## config.mk

```make
export PLATFORM = sky130hd
export DESIGN_NAME = dm_port_arbiter
export DESIGN_NICKNAME = d
export VERILOG_FILES = /design/src/rtl/dm_arb_pkg.sv /design/src/rtl/dm_arb_starve_cnt.sv /design/src/rtl/dm_port_arbiter.sv
export SDC_FILE = /design/constraint.sdc
export NUM_CORES = 1
export LEC_CHECK = 0
export CORE_MARGIN = 5
export CORE_UTILIZATION = 20
export DETAILED_ROUTE_END_ITERATION = 16
export PLACE_DENSITY = 0.77
export SLEW_MARGIN = 20
export SYNTH_ARGS = -nofsm -noshare
export SYNTH_HDL_FRONTEND = slang
export SYNTH_SLANG_ARGS = --single-unit
```

## constraint.sdc

```tcl
create_clock -name clk -period 2 [get_ports clk]
set_input_delay 0.3 -clock clk [delete_from_list [all_inputs] [get_ports clk]]
set_output_delay 0.3 -clock clk [all_outputs]
set_load 0.05 [all_outputs]
```

## src/rtl/dm_arb_pkg.sv

```systemverilog
// Shared types and defaults for the data-memory port arbiter.
package dm_arb_pkg;

  typedef enum logic [1:0] {
    OWN_NONE = 2'b00,
    OWN_CORE = 2'b01,
    OWN_EXT  = 2'b10
  } owner_e;

  localparam int unsigned STARVE_LIMIT_DEF = 4;
  localparam int unsigned CNT_W_DEF        = 3;

endpackage

```

## src/rtl/dm_arb_starve_cnt.sv

```systemverilog
// Saturating count of consecutive denied external cycles. Raises force_ext when
// the limit is reached, so the arbiter hands the next slot to the external side.
module dm_arb_starve_cnt
  import dm_arb_pkg::*;
#(
  parameter int unsigned STARVE_LIMIT = STARVE_LIMIT_DEF,
  parameter int unsigned CNT_W        = CNT_W_DEF
) (
  input  logic clk,
  input  logic rst_n,
  input  logic clr,
  input  logic inc,
  output logic force_ext,
  output logic starved
);

  localparam logic [CNT_W-1:0] LIMIT = CNT_W'(STARVE_LIMIT);

  logic [CNT_W-1:0] cnt_d, cnt_q;
  logic             starved_d, starved_q;

  // NOTE: every always_comb output gets a default first so no path infers a latch.
  always_comb begin
    cnt_d = cnt_q;
    if (clr) begin
      cnt_d = '0;
    end else if (inc && (cnt_q != LIMIT)) begin
      cnt_d = cnt_q + 1'b1;
    end
    starved_d = (cnt_d != '0);
  end

  // NOTE: state flops use non-blocking assignments so all registers update together.
  always_ff @(posedge clk or negedge rst_n) begin
    if (!rst_n) begin
      cnt_q     <= '0;
      starved_q <= 1'b0;
    end else begin
      cnt_q     <= cnt_d;
      starved_q <= starved_d;
    end
  end

  assign force_ext = (cnt_q == LIMIT);
  assign starved   = starved_q;

endmodule

```

## src/rtl/dm_port_arbiter.sv

```systemverilog
// Shares the single data-memory port between the core (fixed priority) and an
// external host/DMA agent, and steers one-cycle read data back to its owner.
module dm_port_arbiter
  import dm_arb_pkg::*;
#(
  parameter int unsigned DMA_SIZE     = 16,
  parameter int unsigned DMD_SIZE     = 16,
  parameter int unsigned STARVE_LIMIT = STARVE_LIMIT_DEF,
  parameter int unsigned CNT_W        = CNT_W_DEF
) (
  input  logic                clk,
  input  logic                reset,
  input  logic                core_req,
  input  logic                core_wrb,
  input  logic [DMA_SIZE-1:0] core_add,
  input  logic [DMD_SIZE-1:0] core_wdt,
  output logic                core_stall,
  output logic                core_rvld,
  output logic [DMD_SIZE-1:0] core_rdt,
  input  logic                ext_req,
  input  logic                ext_wrb,
  input  logic [DMA_SIZE-1:0] ext_add,
  input  logic [DMD_SIZE-1:0] ext_wdt,
  output logic                ext_gnt,
  output logic                ext_rvld,
  output logic [DMD_SIZE-1:0] ext_rdt,
  output logic                mem_cslt,
  output logic                mem_wrb,
  output logic [DMA_SIZE-1:0] mem_add,
  output logic [DMD_SIZE-1:0] mem_wdt,
  input  logic [DMD_SIZE-1:0] mem_rdt,
  output logic                ext_starved
);

  owner_e own;
  logic   force_ext;
  logic   rd_core_d, rd_core_q;
  logic   rd_ext_d, rd_ext_q;

  dm_arb_starve_cnt #(
    .STARVE_LIMIT (STARVE_LIMIT),
    .CNT_W        (CNT_W)
  ) u_starve_cnt (
    .clk       (clk),
    .rst_n     (reset),
    .clr       (ext_gnt || !ext_req),
    .inc       (ext_req && !ext_gnt),
    .force_ext (force_ext),
    .starved   (ext_starved)
  );

  // Grant is resolved in the same cycle; everything stays quiet while reset is held.
  always_comb begin
    own = OWN_NONE;
    if (reset) begin
      unique case ({core_req, ext_req})
        2'b10:   own = OWN_CORE;
        2'b01:   own = OWN_EXT;
        2'b11:   own = force_ext ? OWN_EXT : OWN_CORE;
        default: own = OWN_NONE;
      endcase
    end
  end

  always_comb begin
    mem_cslt   = 1'b0;
    mem_wrb    = 1'b0;
    mem_add    = '0;
    mem_wdt    = '0;
    ext_gnt    = 1'b0;
    core_stall = 1'b0;
    unique case (own)
      OWN_CORE: begin
        mem_cslt = 1'b1;
        mem_wrb  = core_wrb;
        mem_add  = core_add;
        mem_wdt  = core_wdt;
      end
      OWN_EXT: begin
        mem_cslt   = 1'b1;
        mem_wrb    = ext_wrb;
        mem_add    = ext_add;
        mem_wdt    = ext_wdt;
        ext_gnt    = 1'b1;
        core_stall = core_req;
      end
      default: ;
    endcase
  end

  // Remember who owns the read launched this cycle so next cycle's data goes back to them.
  always_comb begin
    rd_core_d = (own == OWN_CORE) && !core_wrb;
    rd_ext_d  = (own == OWN_EXT)  && !ext_wrb;
  end

  always_ff @(posedge clk or negedge reset) begin
    if (!reset) begin
      rd_core_q <= 1'b0;
      rd_ext_q  <= 1'b0;
    end else begin
      rd_core_q <= rd_core_d;
      rd_ext_q  <= rd_ext_d;
    end
  end

  assign core_rvld = rd_core_q;
  assign ext_rvld  = rd_ext_q;
  assign core_rdt  = rd_core_q ? mem_rdt : '0;
  assign ext_rdt   = rd_ext_q  ? mem_rdt : '0;

endmodule

```

Word-level counts from Yosys, hierarchy flattened --
Index checks and enable logic that the tools add are counted.
Operators by class: muxes and demuxes 13, add/subtract/negate cells 1, reductions and logical operators 11, equal/unequal tests 7
Operators with widths (number):
- case mux 16 bit (2 select lines) | 2
- 2-to-1 mux 16 bit | 2
- == test 2 bit (second input constant) | 3
- 2-to-1 mux 3 bit | 2
- case mux 2 bit (3 select lines) | 1
- == test 2 x 1 -> 1 bit (second input constant) | 2
- logical AND 1 bit | 4
- zero test 1 bit | 4
- 2-to-1 mux 2 bit | 2
- adder 3 x 1 -> 3 bit (second input constant) | 1
- == test 3 bit (second input constant) | 1
- 2-to-1 mux 1 bit | 3
- inequality test 3 bit (second input constant) | 1
- nonzero test 3 bit | 1
- case mux 1 bit (2 select lines) | 1
- OR reduction 2 bit | 1
- logical OR 1 bit | 1
Storage, ports and cells: word-level logic and storage cells 36, output and inout port bits 71, register bits 6

Depth between registers and ports, before layout --
word-level depth 12, gate-level depth with buffers 10

Cells and area by module --
A second synthesis with hierarchy kept.
Second synthesis, totals: cells, all modules 149, area total of the unflattened synthesis 1057.3 um^2
By module, submodules not included:
- dm_port_arbiter | cells an instance 128, area each 835.8 um^2, instances 1
- dm_arb_starve_cnt | cells an instance 21, area each 221.5 um^2, instances 1

Worst setup path after synthesis --
Ideal clock, no wire load.
path kind flip-flop to output port, start register u_starve_cnt.cnt_q[0], end output mem_add[0], stages on the path, launching flop included 11, setup slack -934 ps, arrival 2634 ps, buffers on the path 2, data required time 1700 ps, cells stage by stage dfrtp_1 inv_1 ha_1 nand2_2 nand2_1 and3_1 ha_1 buf_2 buf_2 a22oi_1 nor2_1
Between the ends: longest elaborated chain between the ends 6
Ends and longest elaborated chain:
- start: declaration | RTL line dm_arb_starve_cnt.sv:19 | logic [CNT_W-1:0] cnt_d, cnt_q;
- start signal: assignment | RTL line dm_arb_starve_cnt.sv:39 | cnt_q <= cnt_d;
- == test 3 bit (*) | RTL line dm_arb_starve_cnt.sv:44 | assign force_ext = (cnt_q == LIMIT);
- 2-to-1 mux 2 bit (*) | RTL line dm_port_arbiter.sv:59 | 2'b11: own = force_ext ? OWN_EXT : OWN_CORE;
- case mux 2 bit (3 select lines) (*) | RTL line dm_port_arbiter.sv:56 | unique case ({core_req, ext_req})
- 2-to-1 mux 2 bit (*) | RTL line dm_port_arbiter.sv:55 | if (reset) begin
- == test 2 bit / == test 2 x 1 -> 1 bit (equally long branches) | RTL line dm_port_arbiter.sv:72 | unique case (own)
- case mux 16 bit (2 select lines) (*) | RTL line dm_port_arbiter.sv:72
- end: declaration | RTL line dm_port_arbiter.sv:29 | output logic [DMA_SIZE-1:0] mem_add,
Mark *: on every way between the ends. The rest lies on a longest branch, timed or not.

Worst setup path in the final report --
start input ext_req, end output mem_wdt[4]
Between the ends: longest elaborated chain between the ends 5
Ends and longest elaborated chain:
- start: declaration | RTL line dm_port_arbiter.sv:20 | input logic ext_req,
- == test 2 bit / == test 2 x 1 -> 1 bit (equally long branches) | RTL line dm_port_arbiter.sv:56
- case mux 2 bit (3 select lines) (*) | RTL line dm_port_arbiter.sv:56
- 2-to-1 mux 2 bit (*) | RTL line dm_port_arbiter.sv:55
- == test 2 bit / == test 2 x 1 -> 1 bit (equally long branches) | RTL line dm_port_arbiter.sv:72
- case mux 16 bit (2 select lines) (*) | RTL line dm_port_arbiter.sv:72
- end: declaration | RTL line dm_port_arbiter.sv:30 | output logic [DMD_SIZE-1:0] mem_wdt,
Marks and branches as above.

==> results.md <==
* Sequential fraction of the synthesis area at 0.153
* Yosys Warn Count at 0
* Leakage power at 1.48 nW
* Final min period at roughly 2.2 ns
* Final-stage net count at 413
* RSZ-0062 raised after global routing: true
* GPL Wtd Cong at 0.776
* Vias per std cell at ~4.6
* Post-Synth Adder-Cell Area at 0.0509
* Number of cells traversed by the worst register-to-register path at 11
* Maximum number of pins on one net before global-route repair at 23
* Final setup violating endpoints at 35
* Dominant combinational cell family by area after synthesis: simple AND/OR/NAND/NOR gates
* Register bit total from synthesis at 6
* Die H at 80.1 µm
* WHS at around 0.52 ns
* Reported max-cap violation count at 0
* Final wirelength at between 6 and 7 mm
* Share of cell area taken by muxes after synthesis at 0
* Kind of path behind the tightest hold check: primary input to async pin
* Most used standard cell by instance count after synthesis: nor2_1
* Number of max-slew violations in the final report at 0
* Die Footprint at 6420 µm²
* Number of placement rows at 25
* Gr usage total at 0.191
* Setup CP Type: primary input to output port
* Pwr per Cell Area at between 300 and 400 nW/µm²
* Setup WS pre-CTS at -0.237 ns
* Share of flip-flops with an asynchronous set or reset at 1.00
* Startpoint of the most critical register-to-register path: u_starve_cnt.cnt_q[0]
* Via count of the first global-routing pass at 1841
* Library cell occupying the most area in the post-synthesis netlist: a22oi_1
* Synth cell types at 21
* Synthesized net count at around 240
* Port-buffer cells at 156
* Share of the synthesized area in compound gates (AO/OA/AOI/OAI) at 0.267
* Critical path data arrival time at around 1.9 ns
* Clock buffers created by TritonCTS at 3
* Area contributors post-synth: a22oi_1 (25%), and2_1 (21%), dfrtp_1 (15%)
* Syn-to-layout area delta at 310%
* Startpoint kind of the worst setup timing path: primary input
* Final worst setup slack at -0.204 ns
* Std-Cell Core Area at 4750 µm²
* Initial core utilization at 0.207
* Largest voltage drop on the vdd net at approximately 0.31 mV
* F_max at 454 MHz
* Number of sinks driven by the clock tree at 6
* Number of flops mapped to enable cells by yosys at 0
* Highest net fanout along the worst path at 6
* First-pass GRT wire length at 9.56 mm
* Category of the worst setup path capture point: output port
* Total via count after detailed routing at 1802
* Global route total overflow at 0
* Number of top-level design ports at 157
* Violated checks: setup timing
* Number of inserted filler cells in the final layout at about 270
* Clock slew at the register clock pins of the worst setup and hold paths at 0.03 ns
* Horizontal die dimension at 80.1 µm
* Flip-flop cell with the highest count after synthesis: dfrtp_1
* Worst path required time at 1.70 ns
* N_diodes at 0
* Worst r2r dst: u_starve_cnt.starved
* Maximum clock path buffer count at 2
* Mean Syn Cell Area at around 6.6 µm²
* Post-synth design cell area at 983 µm²
* Number of nets with antenna violations after routing at 0
* Post-DR wirelength/cell at 17.5 µm
* Worst-case register-to-register setup slack at around 0.09 ns
* Latest clock arrival within the worst-skew pair at around 0.22 ns
* Post-layout utilization of the core at 0.847
* Slew at the pin closest to its max-slew limit at ~0.5 ns
* Area fraction of the dominant cell type after synthesis at 0.252
* Cell count after synthesis at 148
* Share of cells above drive strength 1 at 0.564
* Residual DRC count at 0
* Antenna violations before repair at 0
* TritonCTS clock tree: yes
* Relative slew margins at 0.661
* Number of detailed-route iterations in the first pass at 4
* Design Power at 0.00125 W
* Placed wire-length estimate at roughly 5.5 mm
* Final setup skew at 0.000872 ns
* 1st-iter DRT viols at 42
* Cell chosen for the clock root: clkbuf_8
* Xor and xnor area share after synthesis at 0.00891
* Number of buffers inserted by hold repair at cts at 0
* Commonest cells post-synth: nor2_1 (36), a22oi_1 (33), and2_1 (33)
* Final Hold Vio Count at 0
* H-tree depth at 1
* Fraction of the cycle the final worst path needs at 1.10
* Outcome: finished, violations left
* Simple-Gate Fraction of Synth Area at 0.439
[cell type report]
cell class / count / area (µm²) / area share
multi-input cells: 123 / 1200 / 0.299
flip-flops and latches: 6 / 150 / 0.0373
inverters: 5 / 22.5 / 0.00559
repair buffers: 184 / 2530 / 0.627
well taps: 67 / 83.8 / 0.0208
clock buffers: 3 / 41.3 / 0.0102
[state kept, by name, indices dropped and copies added (netlist names)]
register / count
core_rvld: 1
u_starve_cnt.starved: 1
ext_rvld: 1
u_starve_cnt.cnt_q: 3
[kinds of logic (layout without fill, tap and decap cells)]
| family | count (synthesis) | in the layout |
|---|---|---|
| AND/OR/NAND/NOR | 83 | 83 |
| AO/OA/AOI/OAI | 35 | 35 |
| buffers and inverters | 19 | 192 |
| flip-flops | 6 | 6 |
| adder cells (fa/ha/maj) | 4 | 4 |
| XOR/XNOR | 1 | 1 |
[stage by stage]
step | instance area (µm²) | cells | TNS (ns)
6_report | 4030 | 388 | -5.90
2_1_floorplan | 1450 | 148 | -6.83
4_1_cts | 3950 | 384 | -6.33
3_3_place_gp | 3780 | 378 | -6.38
3_5_place_dp | 3780 | 378 | -7.15
5_1_grt | 4030 | 388 | -8.64
[cells in the final DEF (no fill, tap or decap), types with 2 or more instances in the layout]
| cell | instances |
|---|---|
| buf_6 | 8 |
| a22oi_1 | 3 |
| inv_2 | 3 |
| nor2_1 | 3 |
| and2_1 | 32 |
| a22oi_2 | 30 |
| clkbuf_16 | 2 |
| ha_4 | 3 |
| and3_4 | 2 |
| nor2_4 | 29 |
| nand3_2 | 2 |
| buf_12 | 67 |
| clkdlybuf4s50_1 | 86 |
| dfrtp_1 | 6 |
| nor2_2 | 4 |
| nand2_2 | 2 |
| clkbuf_8 | 3 |
| buf_4 | 19 |
[power by group]
part	switching [W]	internal, W	total (W)
logic	0.000439	0.000487	0.000927
registers	0.0000121	0.000134	0.000146
clock network	0.0000515	0.000129	0.000181
[critical path, stage by stage]
cell and delay, ns:
clkdlybuf4s50_1 0.46, buf_4 0.16, and3_4 0.18, ha_4 0.19, clkbuf_16 0.17, a22oi_2 0.21, nor2_4 0.08, buf_12 0.15
[repair_timing]
action                     CTS  global route
cloned                       1             3
setup endpoints to repair   35            35
pin swaps                    2             5
setup buffers                2             1
resized for setup           20             4
[metal layers]
layer  share of wire  up-vias  track usage
met4           0.012        0       0.0473
met1            0.34      838        0.197
met2            0.55       99        0.375
li1                -      858            -
met3            0.10        7       0.0493
met5               0        -            0
[worst max path at each step]
stage | from | to | slack, ns | cells after the start
final | ext_req | mem_wdt[4] | -0.20 | 8
after global routing | u_starve_cnt.cnt_q[0] | mem_wdt[4] | -0.29 | 10
after CTS | u_starve_cnt.cnt_q[0] | mem_add[6] | -0.22 | 10
after detailed placement | ext_req | mem_add[1] | -0.24 | 9
after global placement | ext_req | mem_wdt[7] | -0.21 | 9
after floorplan | u_starve_cnt.cnt_q[0] | mem_add[0] | -0.21 | 10
No activity file was read; power rests on OpenSTA's default activity.
